### config.mk
export PLATFORM = sky130hd
export DESIGN_NAME = sync_fifo_flags
export DESIGN_NICKNAME = d
export VERILOG_FILES = /design/src/rtl/fifo_pkg.sv /design/src/rtl/fifo_mem.sv /design/src/rtl/sync_fifo_flags.sv
export SDC_FILE = /design/constraint.sdc
export NUM_CORES = 1
export LEC_CHECK = 0
export CAP_MARGIN = 10
export CORE_ASPECT_RATIO = 0.5
export CORE_MARGIN = 4
export CORE_UTILIZATION = 44
export DETAILED_ROUTE_END_ITERATION = 10
export HOLD_SLACK_MARGIN = 0.02
export PLACE_DENSITY = 0.69
export SLEW_MARGIN = 5
export SYNTH_ARGS = -nofsm -noshare
export SYNTH_HDL_FRONTEND = slang
export SYNTH_SLANG_ARGS = --single-unit
### constraint.sdc
create_clock -name CLK -period 2.9 [get_ports CLK]
set_input_delay 0.58 -clock CLK [delete_from_list [all_inputs] [get_ports CLK]]
set_output_delay 0.58 -clock CLK [all_outputs]
set_load 0.1 [all_outputs]
### src/rtl/fifo_pkg.sv
// Shared helpers for the parametrised synchronous FIFO family.
// Provides address-width derivation and parameter legality predicates.
// Elaboration-time checks in the top module use these predicates.
package fifo_pkg;

  // Read-path mode selector.
  typedef enum logic {
    MODE_STD  = 1'b0,
    MODE_FWFT = 1'b1
  } fifo_mode_e;

  // Address width for a given depth.
  function automatic int unsigned addr_w(input int unsigned depth);
    return $clog2(depth);
  endfunction

  // True when n is a non-zero power of two.
  function automatic bit is_pow2(input int unsigned n);
    return (n != 0) && ((n & (n - 1)) == 0);
  endfunction

  // Depth must be a power of two and at least 4 entries.
  function automatic bit depth_legal(input int unsigned depth);
    return is_pow2(depth) && (depth >= 4);
  endfunction

  // Almost-full threshold must lie in 1..DEPTH.
  function automatic bit af_legal(input int unsigned depth, input int unsigned af);
    return (af >= 1) && (af <= depth);
  endfunction

  // Almost-empty threshold must lie in 0..DEPTH-1.
  function automatic bit ae_legal(input int unsigned depth, input int unsigned ae);
    return ae < depth;
  endfunction

endpackage

### src/rtl/fifo_mem.sv
// DEPTH x WIDTH storage array for the synchronous FIFO.
// Ports:
//   CLK    - write clock, rising edge
//   we     - write enable (already qualified by the controller)
//   waddr  - write address
//   wdata  - write data
//   raddr  - read address
//   rdata  - asynchronous read data, mem[raddr]
// Contents are deliberately not reset; the controller never exposes an
// unwritten entry as valid data.
module fifo_mem
  import fifo_pkg::*;
#(
  parameter int unsigned WIDTH = 8,
  parameter int unsigned DEPTH = 16
) (
  input  logic                       CLK,
  input  logic                       we,
  input  logic [addr_w(DEPTH)-1:0]   waddr,
  input  logic [WIDTH-1:0]           wdata,
  input  logic [addr_w(DEPTH)-1:0]   raddr,
  output logic [WIDTH-1:0]           rdata
);

  logic [WIDTH-1:0] mem [DEPTH];

  // Single synchronous write port.
  always_ff @(posedge CLK) begin
    if (we) begin
      mem[waddr] <= wdata;
    end
  end

  // Asynchronous read port.
  assign rdata = mem[raddr];

endmodule

### src/rtl/sync_fifo_flags.sv
// Parametrised single-clock FIFO with occupancy, threshold flags,
// overflow/underflow pulses, synchronous flush and selectable FWFT read.
// Ports:
//   CLK           - clock, rising edge
//   RST           - asynchronous active-high reset
//   CLR           - synchronous flush, overrides WEN/REN
//   WEN, D        - write request and data
//   REN           - read request (pop)
//   Q             - read data (registered, or fall-through when FWFT=1)
//   FULL, EMPTY   - COUNT == DEPTH / COUNT == 0
//   ALMOST_FULL   - COUNT >= AF_LEVEL
//   ALMOST_EMPTY  - COUNT <= AE_LEVEL
//   COUNT         - occupancy 0..DEPTH
//   OVERFLOW      - one-cycle pulse after a rejected write
//   UNDERFLOW     - one-cycle pulse after a rejected read
module sync_fifo_flags
  import fifo_pkg::*;
#(
  parameter int unsigned WIDTH    = 8,
  parameter int unsigned DEPTH    = 16,
  parameter int unsigned AF_LEVEL = DEPTH - 4,
  parameter int unsigned AE_LEVEL = 4,
  parameter bit          FWFT     = 1'b0
) (
  input  logic                     CLK,
  input  logic                     RST,
  input  logic                     CLR,
  input  logic                     WEN,
  input  logic [WIDTH-1:0]         D,
  input  logic                     REN,
  output logic [WIDTH-1:0]         Q,
  output logic                     FULL,
  output logic                     EMPTY,
  output logic                     ALMOST_FULL,
  output logic                     ALMOST_EMPTY,
  output logic [addr_w(DEPTH):0]   COUNT,
  output logic                     OVERFLOW,
  output logic                     UNDERFLOW
);

  localparam int unsigned ADDR  = addr_w(DEPTH);
  localparam int unsigned CNT_W = ADDR + 1;

  // Parameter legality, reported at elaboration.
  if (WIDTH < 1) begin : g_bad_width
    $error("sync_fifo_flags: WIDTH must be at least 1");
  end
  if (!depth_legal(DEPTH)) begin : g_bad_depth
    $error("sync_fifo_flags: DEPTH must be a power of two and >= 4");
  end
  if (!af_legal(DEPTH, AF_LEVEL)) begin : g_bad_af
    $error("sync_fifo_flags: AF_LEVEL must be in 1..DEPTH");
  end
  if (!ae_legal(DEPTH, AE_LEVEL)) begin : g_bad_ae
    $error("sync_fifo_flags: AE_LEVEL must be in 0..DEPTH-1");
  end

  logic [ADDR-1:0]  wr_ptr;
  logic [ADDR-1:0]  rd_ptr;
  logic [CNT_W-1:0] count;
  logic [CNT_W-1:0] count_nxt;
  logic [WIDTH-1:0] q_reg;
  logic [WIDTH-1:0] mem_rdata;
  logic             ovf_q;
  logic             udf_q;
  logic             full_c;
  logic             empty_c;
  logic             wr_ok;
  logic             rd_ok;

  // Flags decode straight from the registered occupancy.
  assign full_c  = (count == CNT_W'(DEPTH));
  assign empty_c = (count == '0);

  // Acceptance uses pre-edge FULL/EMPTY; a flush suppresses both.
  assign wr_ok = WEN && !full_c && !CLR;
  assign rd_ok = REN && !empty_c && !CLR;

  // Occupancy next value: simultaneous accepted write+read cancels out.
  always_comb begin
    count_nxt = count;
    unique case ({wr_ok, rd_ok})
      2'b10:   count_nxt = count + CNT_W'(1);
      2'b01:   count_nxt = count - CNT_W'(1);
      default: count_nxt = count;
    endcase
  end

  // Pointers, occupancy, read register and error pulses.
  always_ff @(posedge CLK or posedge RST) begin
    if (RST) begin
      wr_ptr <= '0;
      rd_ptr <= '0;
      count  <= '0;
      q_reg  <= '0;
      ovf_q  <= 1'b0;
      udf_q  <= 1'b0;
    end else if (CLR) begin
      // Flush: Q keeps its last value, memory is left as is.
      wr_ptr <= '0;
      rd_ptr <= '0;
      count  <= '0;
      ovf_q  <= 1'b0;
      udf_q  <= 1'b0;
    end else begin
      if (wr_ok) begin
        wr_ptr <= wr_ptr + ADDR'(1);
      end
      if (rd_ok) begin
        rd_ptr <= rd_ptr + ADDR'(1);
        q_reg  <= mem_rdata;
      end
      count <= count_nxt;
      ovf_q <= WEN && full_c;
      udf_q <= REN && empty_c;
    end
  end

  fifo_mem #(
    .WIDTH (WIDTH),
    .DEPTH (DEPTH)
  ) u_mem (
    .CLK   (CLK),
    .we    (wr_ok),
    .waddr (wr_ptr),
    .wdata (D),
    .raddr (rd_ptr),
    .rdata (mem_rdata)
  );

  // Read data path. In FWFT mode the head entry is presented directly;
  // while empty the last popped word (or reset value) is held so Q
  // stays stable.
  if (FWFT == MODE_FWFT) begin : g_fwft
    assign Q = empty_c ? q_reg : mem_rdata;
  end else begin : g_std
    assign Q = q_reg;
  end

  assign FULL         = full_c;
  assign EMPTY        = empty_c;
  assign ALMOST_FULL  = (count >= CNT_W'(AF_LEVEL));
  assign ALMOST_EMPTY = (count <= CNT_W'(AE_LEVEL));
  assign COUNT        = count;
  assign OVERFLOW     = ovf_q;
  assign UNDERFLOW    = udf_q;

endmodule
# Yosys cells after proc, flatten, opt, wreduce, memory -nomap -nowiden
# Memory sizes are Yosys's and may differ from the RTL's. A register that Yosys moved wholly into a read port is not among the register bits.
# Cells that the tools add are included.
# op_classes
n_addsub	4
n_lt_le_gt_ge	2
n_eq_ne	3
mux	10
bitwise_logic	1
n_reduce_logical	14
# ops
operator	count
$mux 4	4
$pmux 5 s2	1
$add 4x1->4 const B	2
$logic_and 1x1->1	6
$add 5x1->5 const B	1
$eq 5x5->1 const B	1
$ge 5x4->1 const B	1
$le 5x3->1 const B	1
$logic_not 5->1	1
$mux 5	1
$sub 5x1->5 const B	1
$mux 1	4
$reduce_bool 2->1	2
$logic_not 1->1	3
$reduce_bool 3->1	1
$eq 2x1->1 const B	1
$eq 2x2->1 const B	1
$reduce_and 2->1	1
$not 1->1	1
# word_totals
regBits	15
mem_bits_rw	128
input_bits	13
out_inout_bits	19
wordCells	40
n_memories	1
# memory_table
memory	words	word_bits	rd	rd_ports_with_merged_regs	write_ports	line	source
u_mem.mem	16	8	1	1	1	fifo_mem.sv:25	logic [WIDTH-1:0] mem [DEPTH];

# Logic depth before layout (Yosys ltp)
# depth
word_depth	7
depth_mapped	10
mapped_depth_nobuf	9

# Cells and area by module
# A second synthesis with hierarchy kept.
# hier_totals
cells_unflattened	343
hier_area_um2	6312.3
# by_module_without_submodules
module	instances	cells_per_inst	area_per_inst_um2
fifo_mem	1	221	4987.3
sync_fifo_flags	1	122	1325.0

# Worst setup path after synthesis
# OpenSTA, ideal clock, no wires.
# synth_path
path_type	register to output
start	register count[2] (netlist: COUNT[2])
end	output port ALMOST_EMPTY
arrival_time_ns	3.186
setup_slack_ns	-0.866
stages_incl_launch_ff	4
path_buffers	1
path_cell_list	dfrtp_1 buf_2 o21a_1 nor3_1
# synth_via
elab_chain_cells	1
# synth_lines
element	line	source
start, declared	sync_fifo_flags.sv:60	logic [CNT_W-1:0] count;
start signal, assigned	sync_fifo_flags.sv:113	count <= count_nxt;
$le 5x3->1	sync_fifo_flags.sv:143	assign ALMOST_EMPTY = (count <= CNT_W'(AE_LEVEL));
end, declared	sync_fifo_flags.sv:35	output logic ALMOST_EMPTY,
# No other way between the ends.

# Final worst setup path
# layout_path
start	register count[2] (netlist: COUNT[2])
end	register count[4] (netlist: COUNT[4])
# layout_via
elab_chain_cells	7
elab_cells_between_ends	15
# layout_lines
element	line	source
$eq 5x5->1 or $logic_not 5->1 (tied branches)	sync_fifo_flags.sv:72, sync_fifo_flags.sv:73	
$logic_not 1->1 (on tied branches)	sync_fifo_flags.sv:76, sync_fifo_flags.sv:77	
$logic_and 1x1->1 (on tied branches) (2 in series)	sync_fifo_flags.sv:76, sync_fifo_flags.sv:77	
$eq 2x1->1 or $eq 2x2->1 (tied branches)	sync_fifo_flags.sv:82	unique case ({wr_ok, rd_ok})
$pmux 5 s2	sync_fifo_flags.sv:82	
$mux 5	sync_fifo_flags.sv:98	end else if (CLR) begin
# Parallel ways exist; a longest one is shown, timed or not.
# A chain may end at the register's enable or synchronous reset.

==> run summary <==
status: complete, no violations
commonest non-fill, non-tap cell in the layout: edfxtp_1
PwrDens: 938 nW/µm²
reg-to-reg endpoint: COUNT[4]
post-place setup slack: 9.13 ps
die area: 16300 µm²
final setup margin: 316 ps
clock tree root driver cell: clkbuf_16
Multi-input gate area: 1750 µm²
HP Class: in -> async
Worst Tran Pin Value: 1090 ps
largest area contributor in the netlist: edfxtp_1
placed cell count: 569
CTS tree: yes
critical path's slowest cell: dfrtp_4
crit path from: COUNT[2]
compound-gate portion of the synthesized area: 3.90%
total detailed-routing wirelength: 12.5 mm
post-route ant nets: 0
CP Cell Sequence: nor4_4 > mux2_4 > xnor2_2 > ha_2 > or3_4 > a21oi_2 > mux2i_1 > a221o_1
yosys warns: 0
vias in the first global route: 3505
Leak Pwr: 2.55 nW
synth top area cells: edfxtp_1 (62%), mux4_2 (12%), dfrtp_1 (9.2%), mux2i_1 (2.9%), a221oi_2 (1.9%)
Final Max Tran Viols: 0
antenna violations before repair: 0
Int Pwr: 4.59 mW
clock buffer depth: 2
combinational share of power: 31.3%
post-CTS setup buffers: 0
Placer Congestion: 0.840
fin crit period: 2580 ps
Critical Path Max Stage Delay: 540 ps
global-route wire length before repair: 19.9 mm
H-Tree Depth: 4
Syn Area/Cell: 18.4 µm²
multiplexer area fraction after synthesis: 15.0%
FILL cells: 1050
Core Rows: 30
worst vdd ir: 0.517 mV
Port Buffer Count: 31
dpl hpwl: 8.17 mm
Netlist cell types: 43
CP required: 3200 ps
crit path capture type: register
drt wl/cell: 20.9 µm
count of boundary I/O pins: 32
r2r setup slk: 320 ps
worst r2r src: COUNT[2]
GR Overflow Total: 0
Fin. Hold Viols: 0
clk slew on worst S/H paths: 60 ps
register area share after synthesis: 70.7%
core area: 13700 µm²
setup violators final: 0
CTS Buf Count: 17
crit start category: register
worst skew pair latency: 420 ps
share of cells above drive strength 1: 34.2%
top cell type's share of synthesized area: 61.5%
Post-CTS Hold Fix Bufs: 0
adder-cell share of the synthesized area: 1.40%
vias per cell: 5.55
Core Util, Final: 54.9%
RSZ-0062 raised after global routing: no
Chip Height: 92.3 µm
via count: 3336
Detailed Routing Iterations Pass 1: 5
cell area after synthesis: 6250 µm²
Clock Skew: 7.41 ps
n_diodes: 0
ys async rst share: 15.2%
kind of critical path: reg -> reg
Synth Flop Type: edfxtp_1
number of synthesized flops with an enable pin: 128
DR DRC count: 0
max cap viols: 0
CTS resizes: 0
Final Non-Filler Cells: 601
xor-xnor portion of the synthesized cell area: 1.12%
Mapped Cells: 339
Synth Register Bits: 151
register share of total power: 37.3%
register area: 4430 µm²
Tcrit/Tclk final: 89.1%
slew margin rel.: 27.1%
Synth Net Count: 359
Net Sw Power: 2.48 mW
total power: 7.07 mW
most frequent cells in the layout: edfxtp_1 (128), buf_4 (42), mux4_2 (32)
all-layer global routing usage: 16.6%
largest net degree at the start of global routing: 36
f_max: 0.387 GHz
initial DRC count: 249
depth of the most critical reg-to-reg path: 8
crit-path max FO: 11
Sw Ratio: 35.1%
Num Clock Sinks: 151
Die Wd: 177 µm
Simple-Gate Fraction of Synth Area: 5.87%
crit path DAT: 2890 ps
main combinational cell family by area after synthesis: multiplexers
Starting Density: 45.5%
Area Overhead vs Synth: 20.6%
setup_tns: 0 ps
Final #Nets: 416
clock share of power: 31.5%
[worst max-delay path: cells and delay by family, from the launching register on]
family / cells / cell delay (ps)
flip-flops: 1 / 540
AND/OR/NAND/NOR: 2 / 670
AO/OA/AOI/OAI: 2 / 440
adder cells (fa/ha/maj): 1 / 190
XOR/XNOR: 1 / 140
multiplexers: 2 / 490
[metal layers]
layer	GRT usage [%]	wire (µm)	vias up
met5	0	0	-
met3	4.12	1000	16
met1	22.0	5240	1744
li1	-	-	1447
met2	26.8	6200	129
met4	6.05	106	0
[cells in the mapped netlist (2+ instances only)]
master / count
xnor2_1: 4
buf_1: 2
xor2_1: 4
nor2b_1: 3
ha_1: 7
a221o_1: 2
mux2_2: 2
buf_2: 6
nor3_1: 5
nand3_1: 3
nor4_1: 2
nor3b_1: 2
clkbuf_1: 7
a21oi_1: 6
nand2b_1: 4
edfxtp_1: 128
mux4_2: 32
mux2i_1: 18
nand2_1: 11
buf_6: 2
a221oi_2: 8
buf_4: 2
nor2_1: 31
o21ai_0: 3
dfrtp_1: 23
inv_1: 5
[flip-flops by register name, summed over array words and instances, names as in the netlist]
signal     count
rd_ptr         4
COUNT          5
u_mem.mem    128
wr_ptr         4
Q              8
OVERFLOW       1
UNDERFLOW      1
[power groups by stage]
stage          Combinational (mW)  Sequential (mW)  Clock (mW)
3_3_place_gp                 2.19             2.66           0
3_5_place_dp                 2.22             2.68           0
4_1_cts                      2.23             2.63        2.26
5_1_grt                      2.34             2.65        2.37
6_report                     2.21             2.63        2.22
2_1_floorplan                1.13             3.23           0
[cell type report]
type / instances / area share, %
repair buffers: 57 / 6.57
clock inverters: 14 / 2.27
inverters: 6 / 0.299
clock buffers: 18 / 5.69
well taps: 192 / 3.19
multi-input cells: 163 / 23.2
flip-flops and latches: 151 / 58.8
[worst max path at each step]
stage	to	slack, ps
floorplan	COUNT[4]	-20
global route	COUNT[4]	210
detailed placement	COUNT[4]	9
CTS	COUNT[4]	320
finish	COUNT[4]	320
global placement	COUNT[4]	90
[kinds of logic (layout without fill, tap and decap cells)]
| family | after synthesis | count (layout) |
|---|---|---|
| AO/OA/AOI/OAI | 25 | 25 |
| XOR/XNOR | 8 | 8 |
| adder cells (fa/ha/maj) | 7 | 7 |
| buffers and inverters | 25 | 95 |
| flip-flops | 151 | 151 |
| multiplexers | 53 | 53 |
| AND/OR/NAND/NOR | 70 | 70 |
[metrics by stage]
stage,instance area (µm²),hold slack (ps)
2_1_floorplan,6310,553
3_3_place_gp,6940,581
3_5_place_dp,6940,590
4_1_cts,7540,516
5_1_grt,7540,550
6_report,7540,508
Note: power is estimated with default switching activity, not from simulation.
==> edit 1: new RTL, same flow settings <==
`WIDTH` is set to 8 in 2 places; all go to 9.
--- a/src/rtl/fifo_mem.sv
+++ b/src/rtl/fifo_mem.sv
@@ -11,7 +11,7 @@
 module fifo_mem
   import fifo_pkg::*;
 #(
-  parameter int unsigned WIDTH = 8,
+  parameter int unsigned WIDTH = 9,
   parameter int unsigned DEPTH = 16
 ) (
   input  logic                       CLK,
--- a/src/rtl/sync_fifo_flags.sv
+++ b/src/rtl/sync_fifo_flags.sv
@@ -16,7 +16,7 @@
 module sync_fifo_flags
   import fifo_pkg::*;
 #(
-  parameter int unsigned WIDTH    = 8,
+  parameter int unsigned WIDTH    = 9,
   parameter int unsigned DEPTH    = 16,
   parameter int unsigned AF_LEVEL = DEPTH - 4,
   parameter int unsigned AE_LEVEL = 4,
Ports: changed (resized D and Q); port bits go from 32 to 34. The function was not compared with the original's and may differ.
==> edit 1 against the original RTL <==
- clock power increased by 7%
- combinational power rose by 20%
- final cell count up 9.5%
- synthesized cell count increased by 12%
- power increased by 11%
- sequential cell count is 17 higher
- sequential share of layout area up 0.71 points
- cell area rose by 9.9%
- global-route usage fell by 0.32 points
- hold slack worse by 0.017 ns
- routed wire length up 11%
- area after synthesis rose by 11%
- setup slack got worse by 0.12 ns
- core utilization is 0.96 points lower
==> edit 1: results <==
[status]
status = finished clean

[finish]
antennaDiodeCount = 0
stdcell_count = 658
drive_gt1_share_pct = 29.96
nets = 462
nFillCells = 1217
fin_util_pct = 53.89
largest_register_ffs = 144
largest-register = u_mem.mem

[yosys]
synth_edf_count = 144
yosys_warnings = 0
netlist_top_cells_area = edfxtp_1 63%, mux4_2 12%, dfrtp_1 8.7%
syn_nets = 401
synthFlopType = edfxtp_1
synth.distinct_cells = 42
yosysSeqAreaShare_pct = 71.27
postSynthAreaPerCell_um2 = 18.19
synth_commonest_cells = 144 x edfxtp_1, 37 x mux4_2, 24 x dfrtp_1
async_flop_share_pct = 14.29

[drt]
top_layer = met4
met2_length_mm = 6.589
wirelength_mm = 13.92
drtIter0Drc = 312
vias_per_cell = 5.521
wl_met1_mm = 6.161
met3WireLength_mm = 1.034
drt-pass1-iter-count = 4

[global_routing]
antenna_found_initial = 0
grt_pass1_wl_mm = 21.66
gr-total-overflow = 0
grt_pass1_vias = 3676
grt_usage_pct = 16.26
grt_max_degree = 40

[sta]
timing.hold.ws_ns = 0.4908
fmax_ghz = 0.3698
relSlewSlack_pct = 37.80
finalClockSkew_ns = 0.01510

[min_path]
hold_class = flip-flop to flip-flop

[placed_design]
io_buffers = 33
place_hpwl_mm = 8.654
dp_slack_ns = 0.1352
dp.cells = 626
routabilityCongestion = 0.7676
dpl_cell_area_um2 = 7656

[clocking]
h-tree-depth = 4
cts_setup_buffers = 0
clk_pin_slew_worst_paths_ns = 0.06
clk_path_buf_depth = 2
root_buffer = clkbuf_16
clkLatencyLatePin_ns = 0.42
cts_resized = 0
numCtsBuffers = 17

[power]
p_leak_uw = 0.002772
ir_drop_v = 0.0005164

[setup_path]
reg2reg_setup_slack_ns = 0.46
worstPathArrival_ns = 2.12
cp_max_fo = 7
-- edit 1: cell types whose count changed in the layout (fill, tap and decap cells not counted), sizes merged, moves of 8 or more --
cell,before,now
a22oi,0,8
edfxtp,128,144
a211oi,1,9
o21a,1,9
nor2,32,22
a221oi,8,0
-- edit 1: final timing paths --
path                       startpoint   endpoint  depth (start not counted)
setup / recovery             COUNT[1]       FULL                          6
hold / removal                   Q[6]       Q[6]                          1
setup reg to reg             COUNT[1]   COUNT[4]                          8
hold reg to reg                  Q[6]       Q[6]                          1
max in group asynchronous         RST  rd_ptr[0]                          3
min in group asynchronous         RST   COUNT[0]                          3
-- edit 1: routing by layer --
metal / track usage, % / vias to the layer above
li1: - / 1631
met5: 0 / -
met3: 5.372 / 11
met1: 23.08 / 1863
met4: 3.720 / 0
met2: 24.71 / 128
-- edit 1: cell type report --
cell class,instances,share of cell area [%]
Inverter,6,0.3624
Timing Repair Buffer,65,6.886
Tap cell,204,3.081
Clock buffer,17,5.134
Clock inverter,15,2.461
Sequential cell,168,59.47
Multi-Input combinational cell,183,22.61
-- edit 1: cell families (layout without fill, tap and decap cells) --
group	Yosys count	in the layout	share of synthesized area [%]
AND/OR/NAND/NOR	72	72	5.432
buffers and inverters	29	103	1.793
multiplexers	50	50	14.03
adder cells (fa/ha/maj)	7	7	1.267
AO/OA/AOI/OAI	46	46	5.197
XOR/XNOR	8	8	1.014
flip-flops	168	168	71.27
-- edit 1: critical path, stage by stage (launching register included) --
cell        delay (ns)
dfrtp_2           0.45
buf_4             0.18
nor4_4            0.35
buf_4             0.22
nand2_1           0.18
clkinvlp_4        0.15
buf_12            0.17
-- edit 1: power by group --
group,internal [uW],switching [uW],total [uW]
combinational,930,1720,2650
clock,1390,982,2370
sequential,2760,97.8,2860
==> edit 2: new RTL, same flow settings <==
Made on the original files. Register the output `COUNT` once more; this adds one clock of latency there. The other outputs are not delayed to match.
--- a/src/rtl/sync_fifo_flags.sv
+++ b/src/rtl/sync_fifo_flags.sv
@@ -141,7 +141,9 @@
   assign EMPTY        = empty_c;
   assign ALMOST_FULL  = (count >= CNT_W'(AF_LEVEL));
   assign ALMOST_EMPTY = (count <= CNT_W'(AE_LEVEL));
-  assign COUNT        = count;
+  always_ff @(posedge CLK) begin
+    COUNT <= count;
+  end
   assign OVERFLOW     = ovf_q;
   assign UNDERFLOW    = udf_q;
 
Function: changed (Yosys sat finds a counterexample within 4 cycles, from zero or initial values and one cycle with RST high).
==> edit 2 against the original RTL <==
- area after synthesis grew 2.0%
- cell area increased by 1.1%
- sequential cell count rose by 5
- setup slack better by 0.0059 ns
- power up 0.60%
- largest cell class unchanged
- first-iteration DRC count is 36% higher
- critical path type unchanged
- routed wire length increased by 5.0%
- critical endpoint is now count[4]
- sequential power rose by 3%
==> edit 2: results <==
[status]
status = finished clean

[setup_path]
reg2reg_setup_slack_ns = 0.32
r2r_cells = 9
cp-startpoint = count[1]
worstPathArrival_ns = 2.92
slowest_stage = dfrtp_1
r2r_end = count[4]
crit_path_max_incr_delay_ns = 0.51

[yosys]
yosysSeqAreaShare_pct = 70.88
synth_commonest_cells = 128 x edfxtp_1, 30 x mux4_1, 26 x nor2_1
synth_top_area_share_pct = 60.28
syn_nets = 351
async_flop_share_pct = 14.74
synth.distinct_cells = 40
postSynthAreaPerCell_um2 = 19.26
netlist_top_cells_area = edfxtp_1 60%, mux4_1 12%, dfrtp_1 9.0%

[drt]
drt-pass1-iter-count = 4
vias_per_cell = 5.590
drtIter0Drc = 339
wirelength_mm = 13.17

[power]
p_leak_uw = 0.002710
ir_drop_v = 0.0004138

[global_routing]
grt_pass1_vias = 3471
grt_usage_pct = 16.92
grt_pass1_wl_mm = 20.44
antenna_found_initial = 0

[sta]
maxSlewViolCount = 0
finalClockSkew_ns = 0.01220
relSlewSlack_pct = 37.25

[placed_design]
routabilityCongestion = 0.8269
dpl_cell_area_um2 = 7036
place_hpwl_mm = 8.592
dp.cells = 566
io_buffers = 31

[clocking]
root_buffer = clkbuf_16

[min_path]
hold_class = flip-flop to flip-flop

[finish]
drive_gt1_share_pct = 24.63
nets = 413
stdcell_count = 598
[edit 2: metal layers]
layer,track usage [%],wire (um),up-vias
li1,-,-,1466
met1,23.64,5725,1733
met5,0,0,-
met2,25.73,6294,131
met3,4.564,988,13
met4,6.254,163,0
[edit 2: where the power goes]
part           switching, uW  leakage (uW)  internal, uW
registers                129       0.00149          2580
clock network            940      0.000278          1210
logic                   1540      0.000939           708
[edit 2: final cells by class]
class	count	area [um^2]
fillers	1020	6235
flip-flops and latches	156	4519
multi-input cells	151	1735
repair buffers	59	510.5
clock buffers	17	425.4
well taps	192	240.2
clock inverters	15	155.1
inverters	8	30.03
[edit 2: worst max-delay path, delay by kind of cell (launching register included)]
kind | cells | cell delay (ns)
mux | 1 | 0.17
xor+xnor | 1 | 0.15
compound gates | 5 | 1.35
flops | 1 | 0.51
simple gates | 1 | 0.08
fa+ha+maj | 1 | 0.23
[edit 2: kinds of logic (layout without fill, tap and decap cells)]
group                    Yosys count  count (layout)  synth area share [%]
AND/OR/NAND/NOR                   63              63                 4.533
adder cells (fa/ha/maj)            7               7                 1.374
AO/OA/AOI/OAI                     22              22                 2.316
buffers and inverters             24              99                 2.021
XOR/XNOR                           8               8                 1.099
flip-flops                       156             156                 70.88
multiplexers                      51              51                 17.78
[edit 2: through the flow]
stage / utilization (%) / total power, uW / hold WS [ns] / setup slack [ns]
floorplan: - / 4444 / 0.3422 / 0.1877
global placement: 50.79 / 4961 / 0.5009 / 0.2789
detailed placement: 50.79 / 5008 / 0.4972 / 0.1984
CTS: 54.99 / 7161 / 0.5195 / 0.3321
global route: 54.99 / 7400 / 0.5371 / 0.1314
finish: 54.99 / 7108 / 0.5140 / 0.3217
[edit 2: worst min path at each step]
stage / from / endpoint / slack [ns] / cells after the start
2_1_floorplan: count[1] / COUNT[1] / 0.34 / 0
3_3_place_gp: Q[5] / Q[5] / 0.50 / 1
3_5_place_dp: Q[4] / Q[4] / 0.50 / 1
4_1_cts: Q[0] / Q[0] / 0.52 / 1
5_1_grt: Q[3] / Q[3] / 0.54 / 1
6_report: Q[3] / Q[3] / 0.51 / 1
